--- src/rtl/conv2d_compute_strided.sv ---
// Single-MAC 2D convolution engine: loads a WT_DIM x WT_DIM kernel once, then
// walks the whole output map with a runtime stride, zero-padding the borders.
module conv2d_compute_strided #(
  parameter int AWIDTH = 32,
  parameter int DWIDTH = 32,
  parameter int WT_DIM = 3
) (
  input  logic                     clk,
  input  logic                     rst,
  input  logic                     start,
  output logic                     idle,
  input  logic [31:0]              fm_dim,
  input  logic [1:0]               stride,
  input  logic                     relu_en,
  output logic [31:0]              cur_x,
  output logic [31:0]              cur_y,
  output logic [31:0]              win_m,
  output logic [31:0]              win_n,
  input  logic signed [DWIDTH-1:0] rdata,
  input  logic                     rdata_valid,
  output logic                     rdata_ready,
  output logic signed [DWIDTH-1:0] wdata,
  output logic                     wdata_valid,
  input  logic                     wdata_ready
);

  localparam int WT_SIZE = WT_DIM * WT_DIM;
  localparam logic [2:0] LAST = 3'(WT_DIM - 1);
  localparam logic signed [31:0] HALF = 32'(WT_DIM / 2);

  if (WT_DIM < 1 || WT_DIM > 7 || (WT_DIM % 2) == 0 || AWIDTH < 1) begin : g_bad_param
    $error("conv2d_compute_strided: WT_DIM must be odd in 1..7 and AWIDTH >= 1");
  end

  typedef enum logic [1:0] {IDLE, READ_WT, COMPUTE, DONE} state_t;

  state_t                   state, state_nx;
  logic [31:0]              fm_dim_r;
  logic [1:0]               stride_r;
  logic                     relu_r;
  logic [2:0]               m_cnt, n_cnt, m_nx, n_nx;
  logic signed [DWIDTH-1:0] acc;
  logic signed [DWIDTH-1:0] wt [WT_SIZE];
  logic signed [31:0]       idx, idy;
  logic                     halo, kern_last, step_done, rd_fire;
  logic [32:0]              x_adv, y_adv, fm_max;
  logic                     x_fits, map_done;

  // Signed DWIDTH x DWIDTH product truncated back to DWIDTH (wraps).
  function automatic logic signed [DWIDTH-1:0] mul_trunc(
    input logic signed [DWIDTH-1:0] a,
    input logic signed [DWIDTH-1:0] b
  );
    logic signed [2*DWIDTH-1:0] p;
    p = a * b;
    return p[DWIDTH-1:0];
  endfunction

  // Optional ReLU clamp of the finished accumulator.
  function automatic logic signed [DWIDTH-1:0] relu_clamp(
    input logic signed [DWIDTH-1:0] a,
    input logic                     en
  );
    return (en && a[DWIDTH-1]) ? '0 : a;
  endfunction

  assign win_m   = {29'd0, m_cnt};
  assign win_n   = {29'd0, n_cnt};
  assign rd_fire = rdata_valid & rdata_ready;
  assign wdata   = (state == DONE) ? relu_clamp(acc, relu_r) : '0;

  // Window geometry: halo detection, kernel counter stepping, window advance.
  always_comb begin
    idx       = $signed(cur_x) - HALF + $signed({29'd0, n_cnt});
    idy       = $signed(cur_y) - HALF + $signed({29'd0, m_cnt});
    halo      = idx[31] | idy[31] | ($unsigned(idx) >= fm_dim_r) | ($unsigned(idy) >= fm_dim_r);
    kern_last = (m_cnt == LAST) && (n_cnt == LAST);
    n_nx      = n_cnt + 3'd1;
    m_nx      = m_cnt;
    if (n_cnt == LAST) begin
      n_nx = 3'd0;
      m_nx = (m_cnt == LAST) ? 3'd0 : m_cnt + 3'd1;
    end
    x_adv    = {1'b0, cur_x} + {31'd0, stride_r};
    y_adv    = {1'b0, cur_y} + {31'd0, stride_r};
    fm_max   = {1'b0, fm_dim_r} - 33'd1;
    x_fits   = (x_adv <= fm_max);
    map_done = (y_adv > fm_max);
  end

  // Next-state and handshake outputs.
  always_comb begin
    state_nx    = state;
    idle        = 1'b0;
    rdata_ready = 1'b0;
    wdata_valid = 1'b0;
    step_done   = 1'b0;
    case (state)
      IDLE: begin
        idle = 1'b1;
        if (start) state_nx = READ_WT;
      end
      READ_WT: begin
        rdata_ready = 1'b1;
        if (rdata_valid && kern_last) state_nx = COMPUTE;
      end
      COMPUTE: begin
        rdata_ready = ~halo;
        step_done   = halo | rdata_valid;
        if (step_done && kern_last) state_nx = DONE;
      end
      DONE: begin
        wdata_valid = 1'b1;
        if (wdata_ready) state_nx = (!x_fits && map_done) ? IDLE : COMPUTE;
      end
      default: state_nx = IDLE;
    endcase
  end

  // State register.
  always_ff @(posedge clk) begin
    if (rst) state <= IDLE;
    else     state <= state_nx;
  end

  // Configuration latch, weight shift/rotate, accumulator and coordinate counters.
  always_ff @(posedge clk) begin
    if (rst) begin
      fm_dim_r <= 32'd1;
      stride_r <= 2'd1;
      relu_r   <= 1'b0;
      m_cnt    <= 3'd0;
      n_cnt    <= 3'd0;
      cur_x    <= 32'd0;
      cur_y    <= 32'd0;
      acc      <= '0;
      for (int i = 0; i < WT_SIZE; i++) wt[i] <= '0;
    end else begin
      case (state)
        IDLE: begin
          if (start) begin
            fm_dim_r <= fm_dim;
            stride_r <= (stride == 2'd2) ? 2'd2 : 2'd1;
            relu_r   <= relu_en;
            m_cnt    <= 3'd0;
            n_cnt    <= 3'd0;
            cur_x    <= 32'd0;
            cur_y    <= 32'd0;
          end
        end
        READ_WT: begin
          if (rd_fire) begin
            for (int i = 0; i < WT_SIZE - 1; i++) wt[i] <= wt[i+1];
            wt[WT_SIZE-1] <= rdata;
            m_cnt <= m_nx;
            n_cnt <= n_nx;
            if (kern_last) acc <= '0;
          end
        end
        COMPUTE: begin
          if (step_done) begin
            acc <= acc + (halo ? '0 : mul_trunc(wt[0], rdata));
            for (int i = 0; i < WT_SIZE - 1; i++) wt[i] <= wt[i+1];
            wt[WT_SIZE-1] <= wt[0];
            m_cnt <= m_nx;
            n_cnt <= n_nx;
          end
        end
        DONE: begin
          if (wdata_ready) begin
            acc <= '0;
            if (x_fits) begin
              cur_x <= x_adv[31:0];
            end else begin
              cur_x <= 32'd0;
              cur_y <= y_adv[31:0];
            end
          end
        end
        default: ;
      endcase
    end
  end

endmodule

--- config.mk ---
export PLATFORM = sky130hd
export DESIGN_NAME = conv2d_compute_strided
export DESIGN_NICKNAME = d
export VERILOG_FILES = /design/src/rtl/conv2d_compute_strided.sv
export SDC_FILE = /design/constraint.sdc
export NUM_CORES = 2
export LEC_CHECK = 0
export CAP_MARGIN = 5
export CORE_MARGIN = 1.5
export CORE_UTILIZATION = 61
export DETAILED_ROUTE_END_ITERATION = 8
export PLACE_DENSITY_LB_ADDON = 0.1
export SLEW_MARGIN = 40
export SYNTH_ARGS = -nofsm -noshare
export SYNTH_HDL_FRONTEND = slang
export SYNTH_SLANG_ARGS = --single-unit
--- constraint.sdc ---
create_clock -name clk -period 35.8 [get_ports clk]
set_clock_uncertainty 0.05 [all_clocks]
set_input_delay 5.37 -clock clk [delete_from_list [all_inputs] [get_ports clk]]
set_output_delay 5.37 -clock clk [all_outputs]
set_load 0.005 [all_outputs]
==> impl_results.md <==
- Yosys warns: 0
- Max Fanout on Critical Path: 31
- Worst-skew pair later-pin latency: 630 ps
- Global route overflow: 0
- First-pass GRT wire length: 166,300 um
- Top-area cell type share of the netlist area: 20.20%
- Max stage delay on crit path: 530 ps
- Final wirelength: 104,900 um
- Worst slew pin tran: 885.3 ps
- Synth Flop Type: edfxtp_1
- Clk root buf: clkbuf_16
- First-pass DRT Iterations: 5
- Post-synth top cells: and2_1 (625), inv_1 (581), ha_1 (443)
- Vias in the first global route: 30,520
- CTS tree: built
- CTS Hold Bufs: 0
- CP dominant cell by count: fa_1
- I/O Buffers: 176
- Number of synthesized flops with an enable pin: 288
- Status: finished, final reports clean
- CTS max path bufs: 3
- Sum Neg Setup Slack: 0 ps
- DR vias: 31,100
- Fmax: 0.07088 GHz
- Nets: 5,506
- Die H: 267.9 um
- Vias per cell: 5.605
- Post-synthesis async set-or-reset flop share: 0%
- Die area: 0.07177 sq mm
- Core footprint: 0.06907 sq mm
- Critical Path RT: 36,260 ps
- Total Routing Usage GR: 29.67%
- CTS clock-pin slew for the worst setup and hold paths: 60 ps
- Fin crit share: 39.41%
- Finish-stage setup viols: 0
- CTS Buf Count: 48
- I/O pin total: 235
- Worst setup EP type: flip-flop
- Routed Antenna Nets: 0
- Share of cells above drive strength 1: 3.769%
- Total setup buffers inserted after CTS: 0
- CTS Sinks: 427
- Register area: 0.01143 sq mm
- Die width: 267.9 um
- Mapped Cells: 4,496
- DR WL/cell: 18.90 um
- Largest net degree at the start of global routing: 117
- Syn Std Cell Area: 0.04281 sq mm
- Largest area contributor in the netlist: edfxtp_1
- Element type at the critical path start: input port
- Fin crit period: 14,110 ps
- GP Congestion: 0.9285
- Antenna violations before repair: 2
- Worst EP arrival: 14,560 ps
- Slowest CP cell: fa_1
- Worst slack at placement: 21,140 ps
- Count leader, synth: and2_1
- Hpwl dp: 79,690 um
- Multi-input combinational cell area: 0.02827 sq mm
- Slew headroom: 40.98%
- Post-synthesis sequential area ratio: 26.70%
- Htree depth: 2
- Worst min-delay path class: flip-flop to flip-flop
- Cts repair resizes: 0
- FF+latch count, synth: 427
- Max-slew violation count: 0
- # DRC: 0
- FILL cells: 5,657
- Area Overhead vs Synth: 9.441%
- Initial drt markers: 2,108
- RSZ-0062 raised after global routing: no
- Post-synth cell types: 81
- Synthesized area per cell: 9.521 sq um
- Kind of critical path: input port to flip-flop
- Crit path buf inv count: 6
- Cell Rows: 96
- Top post-synthesis cells by area: edfxtp_1 (20%), fa_1 (19%), ha_1 (13%)
- Number of max-cap violations: 0
- Final Hold Fails: 0
- Setup WS post-layout: 21,690 ps
- Initial Util: 61.98%
- CP delay by family, top: adder cells
path summary, 6_finish.rpt:
check / startpoint / depth (start not counted) / slack, ps / end
worst min-delay path: acc[12]$_SDFFE_PP0P_ / 2 / 420 / acc[12]$_SDFFE_PP0P_
worst min register to register: acc[12]$_SDFFE_PP0P_ / 2 / 420 / acc[12]$_SDFFE_PP0P_
worst max register to register: cur_x[2]$_SDFFE_PP0P_ / 38 / 26010 / acc[31]$_SDFFE_PP0P_
worst max-delay path: rdata[2] / 36 / 21690 / acc[31]$_SDFFE_PP0P_
area by class of cell:
cell class,count,share of cell area (%)
multi-input cells,3299,60.35
flip-flops and latches,427,24.40
inverters,581,4.655
repair buffers,221,4.522
clock buffers,55,2.708
well taps,931,2.487
clock inverters,34,0.8734
diodes,1,0.005342
registers in the layout, summed over array words and instances (netlist names):
register  flops
relu_r        1
n_cnt         3
cur_y        32
wt          288
m_cnt         3
acc          32
state         2
stride_r      2
cur_x        32
fm_dim_r     32
worst min-delay path, stage by stage (launching register included):
cell and delay, ps:
dfxtp_1 320, nand2_1 60, a21oi_1 50
routing by layer:
layer / share of wire (%) / track usage [%] / vias up
li1: - / - / 14790
met1: 44 / 41.17 / 15250
met2: 46 / 48.23 / 861
met3: 5.5 / 3.729 / 204
met4: 3.7 / 10.26 / 2
met5: 0.012 / 0 / -
metrics by stage:
stage	hold slack [ps]	cells	utilization, %	cell area, sq um
after floorplan	394.6	4553	-	43020
after global placement	413.7	5455	65.30	45100
after detailed placement	417.5	5458	65.37	45150
after CTS	422.7	5547	67.80	46830
after global routing	442.2	5548	67.83	46840
final	420.7	5549	67.83	46850
cells by family after synthesis:
group	count (synthesis)	synth area share [%]
other cells	1	0.008760
flops	427	26.70
compound gates	637	9.581
xor+xnor	233	4.785
mux	5	0.1198
buf+inv	827	7.912
fa+ha+maj	856	32.26
simple gates	1510	18.63
layout by cell type, fill, tap and decap left out, drive strengths merged, types with 37 or more instances in the layout:
cell and count:
and2 625, inv 585, ha 443, fa 413, nand2 399, edfxtp 288, a21oi 199, xnor2 196
nor2 176, clkdlybuf4s50 169, dfxtp 139, o21ai 118, a21o 86, nand3 70, conb 58, clkbuf 55
buf 52, nor3 50, nand4 43, xor2 37
Power is not shown: default switching activity piles up to over one toggle a cycle in this logic, so the estimate is an artifact.
